[config.mk]
export PLATFORM = sky130hd
export DESIGN_NAME = epidemic_ingress
export DESIGN_NICKNAME = d
export VERILOG_FILES = /design/src/rtl/epidemic_ingress.sv
export SDC_FILE = /design/constraint.sdc
export NUM_CORES = 1
export LEC_CHECK = 0
export BUFFER_PORTS_ARGS = -buffer_cell sky130_fd_sc_hd__buf_2
export CAP_MARGIN = 10
export CORE_MARGIN = 3
export CORE_UTILIZATION = 54
export DETAILED_ROUTE_END_ITERATION = 10
export PLACE_DENSITY = 0.84
export SYNTH_ARGS = -nofsm -noshare
export SYNTH_HDL_FRONTEND = slang
export SYNTH_SLANG_ARGS = --single-unit
[constraint.sdc]
create_clock -name clk -period 2.35 [get_ports clk]
set_clock_uncertainty 0.15 [all_clocks]
set_input_delay 0.5875 -clock clk [delete_from_list [all_inputs] [get_ports clk]]
set_output_delay 0.5875 -clock clk [all_outputs]
set_load 0.005 [all_outputs]
[src/rtl/epidemic_ingress.sv]
// epidemic_ingress: per-port link ingress with epidemic duplicate suppression feeding a small FIFO.
// Define EPI_DEDUP_EN to build the seen table, epoch flush and drop counter; otherwise every flit is buffered.
module epidemic_ingress #(
    parameter int DEPTH      = 4,
    parameter int ID_W       = 4,
    parameter int CLR_PERIOD = 256
) (
    input  logic       clk,
    input  logic       rstn,
    input  logic       i_valid,
    input  logic [7:0] i_data,
    output logic       o_ready,
    output logic       o_valid,
    output logic [7:0] o_data,
    input  logic       i_ready,
    output logic [7:0] o_drop_cnt
);
    localparam int AW = $clog2(DEPTH);

    if (DEPTH < 2 || (DEPTH & (DEPTH - 1)) != 0) begin : g_bad_depth
        $error("epidemic_ingress: DEPTH must be a power of two, at least 2");
    end
    if (ID_W < 1 || ID_W > 7) begin : g_bad_id_w
        $error("epidemic_ingress: ID_W must be in 1..7");
    end
    if (CLR_PERIOD < 2) begin : g_bad_clr
        $error("epidemic_ingress: CLR_PERIOD must be at least 2");
    end

    logic [AW:0] wr_ptr;
    logic [AW:0] rd_ptr;
    logic [7:0]  mem [DEPTH];
    logic        full;
    logic        empty;
    logic        link_xfer;
    logic        core_xfer;
    logic        push;

    assign full      = (wr_ptr[AW] != rd_ptr[AW]) && (wr_ptr[AW-1:0] == rd_ptr[AW-1:0]);
    assign empty     = (wr_ptr == rd_ptr);
    assign o_ready   = !full;
    assign o_valid   = !empty;
    assign o_data    = mem[rd_ptr[AW-1:0]];
    assign link_xfer = i_valid && o_ready;
    assign core_xfer = o_valid && i_ready;

`ifdef EPI_DEDUP_EN
    localparam int EW = $clog2(CLR_PERIOD);

    logic [ID_W-1:0]        id;
    logic [(1 << ID_W)-1:0] seen;
    logic [EW-1:0]          epoch;
    logic                   flush;
    logic                   dup;

    assign id    = i_data[7 -: ID_W];
    assign dup   = seen[id];
    assign flush = (epoch == EW'(CLR_PERIOD - 1));
    assign push  = link_xfer && !dup;

    always_ff @(posedge clk or negedge rstn) begin
        if (!rstn) begin
            epoch      <= '0;
            seen       <= '0;
            o_drop_cnt <= '0;
        end else begin
            epoch <= flush ? '0 : epoch + EW'(1);
            // Flush first, then mark: on a collision only the newly written ID survives the flush.
            if (flush)
                seen <= '0;
            if (push)
                seen[id] <= 1'b1;
            if (link_xfer && dup && o_drop_cnt != 8'hFF)
                o_drop_cnt <= o_drop_cnt + 8'd1;
        end
    end
`else
    assign push       = link_xfer;
    assign o_drop_cnt = '0;
`endif

    always_ff @(posedge clk or negedge rstn) begin
        if (!rstn) begin
            wr_ptr <= '0;
            rd_ptr <= '0;
        end else begin
            if (push)
                wr_ptr <= wr_ptr + (AW+1)'(1);
            if (core_xfer)
                rd_ptr <= rd_ptr + (AW+1)'(1);
        end
    end

    always_ff @(posedge clk) begin
        if (push)
            mem[wr_ptr[AW-1:0]] <= i_data;
    end

endmodule

==> impl_metrics.ini, run 1 <==
[clock_tree]
clockBufferDepth = 2
cts_inserted_buffers = 5
cts_tree = yes
cts_num_sinks = 38
path_clk_slew_ps = 110
worstSkewPairLatency_ps = 340
cts_root_buffer = clkbuf_4
ctsHtreeMaxLevel = 2

[yosys]
postSynthAreaPerCell_sq_um = 17.5
synth_area_sq_mm = 0.00170
yosys_warnings = 0
synth_top_cell_by_area = edfxtp_1
synth_edf_count = 32
synth.area.top_cells = edfxtp_1, dfrtp_1, mux4_1
ys_types = 23
yosys.area.top_type_share = 0.567
async_flop_share = 0.158
ys_ff_latch = 38
synthFlopType = edfxtp_1
ys_seq_area_frac = 0.655
syn_inst = 97

[detailed_routing]
drt_first_pass_iters = 4
drc = 0
drt_iter0_markers = 55
ant_nets = 0
drt-total-wl_microns = 2970
vias = 961
wire_per_inst_microns = 16.9
vias_per_cell = 5.46

[hold_path]
hp-start = i_data[7]
hp-class = in -> reg

[timing]
final-hold-violation-count = 0
finalCritPeriodShare = 0.996
final.setup.tns_ps = 0
rsz0062_at_grt = yes
setup_violations = 0
timing.fmax_mhz = 427
report.final.slew_viol_count = 0
fin_crit_ps = 2340

[critical_path]
worstPathArrival_ps = 1600
crit_path_start = rd_ptr[0]
r2r_cells = 4
cpPeakStageDelay_ps = 550
crit_path_end = o_data[0]
path_class = reg -> out
crit_cells = 3
timing.rr.start = rd_ptr[0]
required_ps = 1610
worstReg2RegEnd = mem[0][4]
cp-end-kind = primary output
critPathMaxFanout = 5
cp_slowest_cell = mux4_1
r2r_setup_slack_ps = 440
critPathLaunchType = flip-flop
crit_buf_inv = 2
crit_chain = buf_6, mux4_1, buf_2
critical_path.top_delay_family = multiplexers

[global_route]
overflow = 0
grt_usage = 0.179
grt_max_degree = 12
grt-busiest-layer = met2
antenna_found_initial = 0
use_met1 = 0.223
gr-usage-met2 = 0.281
grt_pass1_wl_microns = 4560
use_met3 = 0.0702
grt_pass1_vias = 904

[die]
dieArea_sq_mm = 0.00385
core_sq_mm = 0.00288
die_width_microns = 62.0
initial_core_util = 0.589
rows = 19
ios = 30
die_h_microns = 62.0

[placement]
port_buffers = 21
dp_hpwl_microns = 2070
gp_congestion = 0.900

[layout]
final_cell_mix = edfxtp_1, buf_2, conb_1, buf_4
antenna_cells = 0
final_common_cell = edfxtp_1
nNetsFinal = 150
layout-drive-gt1-share = 0.336
syn_to_final_growth_pct = 15.9

[pwr]
irDropWorstVdd_v = 0.000684
p_leak_nw = 0.762
p_total_mw = 2.40
p_per_area_mw_per_mm2 = 1220

[run_status]
status = finished, final reports clean

[flow_run]
drv_cap = 0
-- worst register-to-register path, cell delays in order (launching register included) --
cell and delay, ps:
dfrtp_1 430, buf_6 150, xnor2_2 180, nand3_1 160, and3_1 480
-- metal layers --
layer | vias up | share of wire
li1 | 432 | -
met1 | 464 | 0.40
met2 | 54 | 0.52
met3 | 11 | 0.066
met4 | 0 | 0.019
met5 | - | 0
-- registers in the layout (all words and copies together) (netlist names) --
| name | flops |
|---|---|
| mem | 32 |
| wr_ptr | 3 |
| rd_ptr | 3 |
-- cell usage after synthesis (2+ instances only) --
library cell	number
edfxtp_1	32
and3_1	3
xor2_1	3
a211oi_1	2
a21oi_1	4
dfrtp_1	6
nand2b_1	2
mux4_1	5
o31ai_1	4
a31oi_1	2
ha_1	5
buf_4	8
nand3_1	2
nand2_1	2
inv_1	3
mux4_2	3
xnor2_1	5
-- report_power, final --
part	total, mW	switching, mW	internal [mW]
combinational	1.04	0.510	0.533
sequential	1.05	0.134	0.912
clock	0.315	0.200	0.115
-- per-stage QoR --
stage	instances	hold WS (ps)	area (sq um)	utilization	setup WS [ps]
floorplan	104	142	1720	-	509
global placement	163	276	1850	0.642	354
detailed placement	163	275	1850	0.642	338
CTS	173	289	1920	0.668	4.36
global route	176	282	1970	0.683	-60.9
finish	176	301	1970	0.683	10.4
-- logic make-up (layout without fill, tap and decap cells) --
logic type	Yosys count	in the layout	synth area share
other cells	1	8	0.00221
flops	38	38	0.655
xor+xnor	9	9	0.0509
compound gates	13	13	0.0509
fa+ha+maj	5	5	0.0369
simple gates	9	9	0.0288
mux	9	9	0.123
buf+inv	13	43	0.0517
-- layout make-up --
cell class | count | area [sq um]
Timing Repair Buffer | 32 | 210
Tap cell | 42 | 52.6
Multi-Input combinational cell | 53 | 531
Fill cell | 205 | 911
Inverter | 3 | 11.3
Clock buffer | 7 | 45.0
Clock inverter | 1 | 3.75
Sequential cell | 38 | 1110
-- worst min-delay path by stage --
stage	endpoint	slack [ps]	cells after the start
3_3_place_gp	wr_ptr[1]	280	1
6_report	mem[1][7]	300	1
3_5_place_dp	wr_ptr[1]	270	1
2_1_floorplan	rd_ptr[0]	140	0
5_1_grt	mem[2][5]	280	1
4_1_cts	mem[3][7]	290	1
-- repair_timing --
item	in CTS	in global routing
gates resized for setup	1	8
hold buffers	1	0
endpoints found under the hold margin	6	0
endpoints found under the setup margin	4	9
buffers inserted	1	3
gates cloned	0	0
Note: power is estimated with default switching activity, not from simulation.
==> run 2, diff against run 1 <==
==> config.mk (replaced) <==
export PLATFORM = sky130hd
export DESIGN_NAME = epidemic_ingress
export DESIGN_NICKNAME = d
export VERILOG_FILES = /design/src/rtl/epidemic_ingress.sv
export SDC_FILE = /design/constraint.sdc
export NUM_CORES = 1
export LEC_CHECK = 0
export CAP_MARGIN = 10
export CORE_MARGIN = 3
export CORE_UTILIZATION = 60
export DETAILED_ROUTE_END_ITERATION = 10
export DONT_BUFFER_PORTS = 1
export PLACE_DENSITY = 0.83
export SYNTH_ARGS = -nofsm -noshare
export SYNTH_HDL_FRONTEND = slang
export SYNTH_SLANG_ARGS = --single-unit
==> impl_metrics.ini, run 2 (synthesized netlist as in run 1, its figures left out) <==
[global_route]
grt_pass1_wl_microns = 4330
gr-usage-met2 = 0.317
grt_usage = 0.181
overflow = 0
use_met1 = 0.190
use_met3 = 0.0784
grt_pass1_vias = 862
antenna_found_initial = 0
grt-busiest-layer = met2
grt_max_degree = 13

[critical_path]
cp_slowest_cell = mux4_1
path_class = reg -> out
worstPathArrival_ps = 1520
critPathLaunchType = flip-flop
r2r_setup_slack_ps = 370
crit_chain = mux4_1
crit_buf_inv = 0
critical_path.top_delay_family = multiplexers
critPathMaxFanout = 12
crit_path_start = rd_ptr[0]
required_ps = 1610
cp-end-kind = primary output
cpPeakStageDelay_ps = 610
timing.rr.start = rd_ptr[1]

[hold_path]
hp-start = i_data[4]
hp-class = in -> reg

[layout]
final_common_cell = edfxtp_1
final_cell_mix = edfxtp_1, conb_1, buf_4
nNetsFinal = 127
antenna_cells = 0
layout-drive-gt1-share = 0.180
area.sequential_sq_mm = 0.00111
nFillCells = 171
largest_register_ffs = 32
multi_input_area_sq_um = 523
syn_to_final_growth_pct = 9.59

[pwr]
p_per_area_mw_per_mm2 = 1290
p_total_mw = 2.39
irDropWorstVdd_v = 0.000911
p_leak_nw = 0.691

[placement]
dp_hpwl_microns = 1950
port_buffers = 0
gp_congestion = 0.873

[clock_tree]
cts_tree = yes
cts_root_buffer = clkbuf_4
path_clk_slew_ps = 110
clockBufferDepth = 2
ctsHtreeMaxLevel = 2
cts_num_sinks = 38
worstSkewPairLatency_ps = 330
cts_inserted_buffers = 5

[die]
core_sq_mm = 0.00259
initial_core_util = 0.655
ios = 30
dieArea_sq_mm = 0.00350
die_h_microns = 59.2
die_width_microns = 59.2
rows = 18

[timing]
whs_ps = 193
finalCritPeriodShare = 0.959
final.setup.tns_ps = 0
setup_violations = 0
report.final.slew_viol_count = 0
timing.fmax_mhz = 444
final-hold-violation-count = 0
rsz0062_at_grt = no
fin_crit_ps = 2250

[detailed_routing]
ant_nets = 0
drc = 0
wire_per_inst_microns = 19.4
vias = 831
drt_iter0_markers = 30
drt-total-wl_microns = 2730
vias_per_cell = 5.89
drt_first_pass_iters = 4

[run_status]
status = finished, final reports clean

[flow_run]
drv_cap = 0
run 2: cell count changes in the layout (fill, tap and decap cells not counted), sizes merged:
cell    delta
buf       -23
bufinv     +2
clkbuf     -2
run 2: worst paths after layout:
kind,endpoint,cells after the start
worst max-delay path,o_data[1],1
worst max register to register,mem[1][5],4
min in group asynchronous,wr_ptr[1],1
max in group asynchronous,rd_ptr[0],1
worst min register to register,rd_ptr[2],1
worst min-delay path,mem[0][4],0
run 2: layout make-up:
cell class / instances / share of cell area
Sequential cell: 38 / 0.600
Inverter: 3 / 0.00606
Timing Repair Buffer: 9 / 0.0377
Tap cell: 30 / 0.0202
Multi-Input combinational cell: 53 / 0.281
Clock buffer: 5 / 0.0202
Clock inverter: 3 / 0.0343
run 2: repair_timing:
action,CTS,global route
cloned,0,0
hold buffers,1,0
buffers inserted,0,0
gates resized for setup,1,1
endpoints found under the setup margin,8,5
hold endpoints to repair,6,0
run 2: per-layer routing:
metal,vias to the layer above,part of all wire,routed length [microns]
met2,21,0.50,1360
met1,415,0.43,1180
met5,-,0,0
li1,390,-,-
met4,0,0.015,42
met3,5,0.056,152
run 2: through the flow:
step           utilization  setup slack (ps)  instance area (sq um)  std cells
6_report             0.717              96.2                   1860        141
5_1_grt              0.717              13.6                   1860        141
4_1_cts              0.716              21.0                   1860        141
3_3_place_gp         0.673               216                   1740        132
3_5_place_dp         0.673               202                   1740        132
2_1_floorplan            -               509                   1720        104
run 2: power by group:
group / internal [mW] / total (mW) / switching (mW)
sequential: 0.915 / 1.08 / 0.165
combinational: 0.386 / 0.788 / 0.402
clock: 0.328 / 0.526 / 0.199
total: 1.63 / 2.39 / 0.765
==> run 3, diff against run 2 <==
==> constraint.sdc (replaced) <==
create_clock -name clk -period 2.62 [get_ports clk]
set_clock_uncertainty 0.15 [all_clocks]
set_input_delay 0.655 -clock clk [delete_from_list [all_inputs] [get_ports clk]]
set_output_delay 0.655 -clock clk [all_outputs]
set_load 0.005 [all_outputs]
==> impl_metrics.ini, run 3 (synthesized netlist as in run 1, its figures left out) <==
[placement]
dp_hpwl_microns = 1870
pre_cts_slack_ps = 404
placed_area_sq_mm = 0.00171
gp_congestion = 0.853
port_buffers = 0

[pwr]
p_leak_nw = 0.642
combPwrFrac = 0.351
p_clk_frac = 0.147
seq_power_share = 0.501
switching_share = 0.352
p_per_area_mw_per_mm2 = 1080
p_sw_mw = 0.673
irDropWorstVdd_v = 0.000686
internal_power_mw = 1.24

[die]
ios = 30
rows = 18
core_sq_mm = 0.00259
die_width_microns = 59.2
initial_core_util = 0.655
die_h_microns = 59.2
dieArea_sq_mm = 0.00350

[hold_path]
hp-class = in -> reg

[detailed_routing]
ant_nets = 0
vias_per_cell = 6.13
drc = 0
drt_first_pass_iters = 4
drt_iter0_markers = 36
wire_per_inst_microns = 19.1
vias = 840
drt-total-wl_microns = 2620

[timing]
report.final.slew_viol_count = 0
timing.fmax_mhz = 420
rsz0062_at_grt = no
finalCritPeriodShare = 0.909
whs_ps = 257
final-hold-violation-count = 0
setup_violations = 0
fin_crit_ps = 2380
final.setup.tns_ps = 0
layout_setup_ws_ps = 240

[layout]
syn_to_final_growth_pct = 4.80
multi_input_area_sq_um = 523
largest_register_ffs = 32
final_cell_mix = edfxtp_1, conb_1
final_util = 0.686
area.sequential_sq_mm = 0.00111
layout-drive-gt1-share = 0.140
final_common_cell = edfxtp_1
nFillCells = 163
antenna_cells = 0
nNetsFinal = 123
design_area_sq_mm = 0.00178

[critical_path]
crit_buf_inv = 0
crit_chain = mux4_1
cp_slowest_cell = mux4_1
critPathLaunchType = flip-flop
critical_path.top_delay_family = multiplexers
cpPeakStageDelay_ps = 650
cp-end-kind = primary output
required_ps = 1810
critPathMaxFanout = 12
worstPathArrival_ps = 1580
path_class = reg -> out

[run_status]
status = finished, final reports clean

[clock_tree]
cts_root_buffer = clkbuf_4
post_cts_buffers = 0
ctsHtreeMaxLevel = 2
cts_tree = yes
path_clk_slew_ps = 100
worstSkewPairLatency_ps = 330
cts_inserted_buffers = 5
clockBufferDepth = 2
cts_num_sinks = 38

[global_route]
grt_max_degree = 13
grt_pass1_vias = 891
antenna_found_initial = 0
grt_usage = 0.179
overflow = 0
grt_pass1_wl_microns = 4300

[flow_run]
drv_cap = 0
-- run 3: cell count changes in the layout (fill, tap and decap cells not counted) --
cell,before,now
bufinv_16,2,0
buf_4,8,4
clkbuf_1,0,2
clkinvlp_4,0,1
dfrtp_4,1,0
clkinv_1,1,0
dfrtp_2,0,1
-- run 3: routing by layer --
| metal | track usage | part of all wire | vias to the layer above |
|---|---|---|---|
| li1 | - | - | 381 |
| met1 | 0.193 | 0.39 | 423 |
| met2 | 0.293 | 0.52 | 27 |
| met3 | 0.0697 | 0.061 | 9 |
| met4 | 0.113 | 0.034 | 0 |
| met5 | 0 | 0 | - |
-- run 3: worst paths after layout --
kind | depth (start not counted) | end | from | slack (ps)
max in group asynchronous | 1 | rd_ptr[0] | rstn | 1600
worst min register to register | 1 | rd_ptr[2] | rd_ptr[2] | 430
worst max register to register | 3 | mem[2][1] | rd_ptr[1] | 720
worst max-delay path | 1 | o_data[2] | rd_ptr[0] | 240
worst min-delay path | 0 | mem[1][6] | i_data[6] | 260
min in group asynchronous | 1 | wr_ptr[0] | rstn | 480
-- run 3: power by group through the flow --
stage	Clock [mW]	Combinational (mW)	Sequential [mW]
2_1_floorplan	0	0.572	0.905
5_1_grt	0.326	0.741	0.979
6_report	0.282	0.672	0.959
4_1_cts	0.292	0.673	0.960
3_3_place_gp	0	0.646	0.964
3_5_place_dp	0	0.666	0.974
-- run 3: stage by stage --
stage,power (mW),std cells
final,1.91,137
after global routing,2.05,137
after CTS,1.93,137
after detailed placement,1.64,128
after global placement,1.61,128
after floorplan,1.48,104
-- run 3: final cells by class --
class,instances,share of cell area
clock buffer,7,0.0254
clock inverter,1,0.00423
inverter,3,0.00634
multi-input combinational,53,0.294
sequential,38,0.626
tap,30,0.0211
timing repair buffer,5,0.0225
-- run 3: repair_timing --
item	CTS	global route
endpoints found under the setup margin	0	5
resized for setup	0	1
hold buffers	1	0
endpoints found under the hold margin	6	0
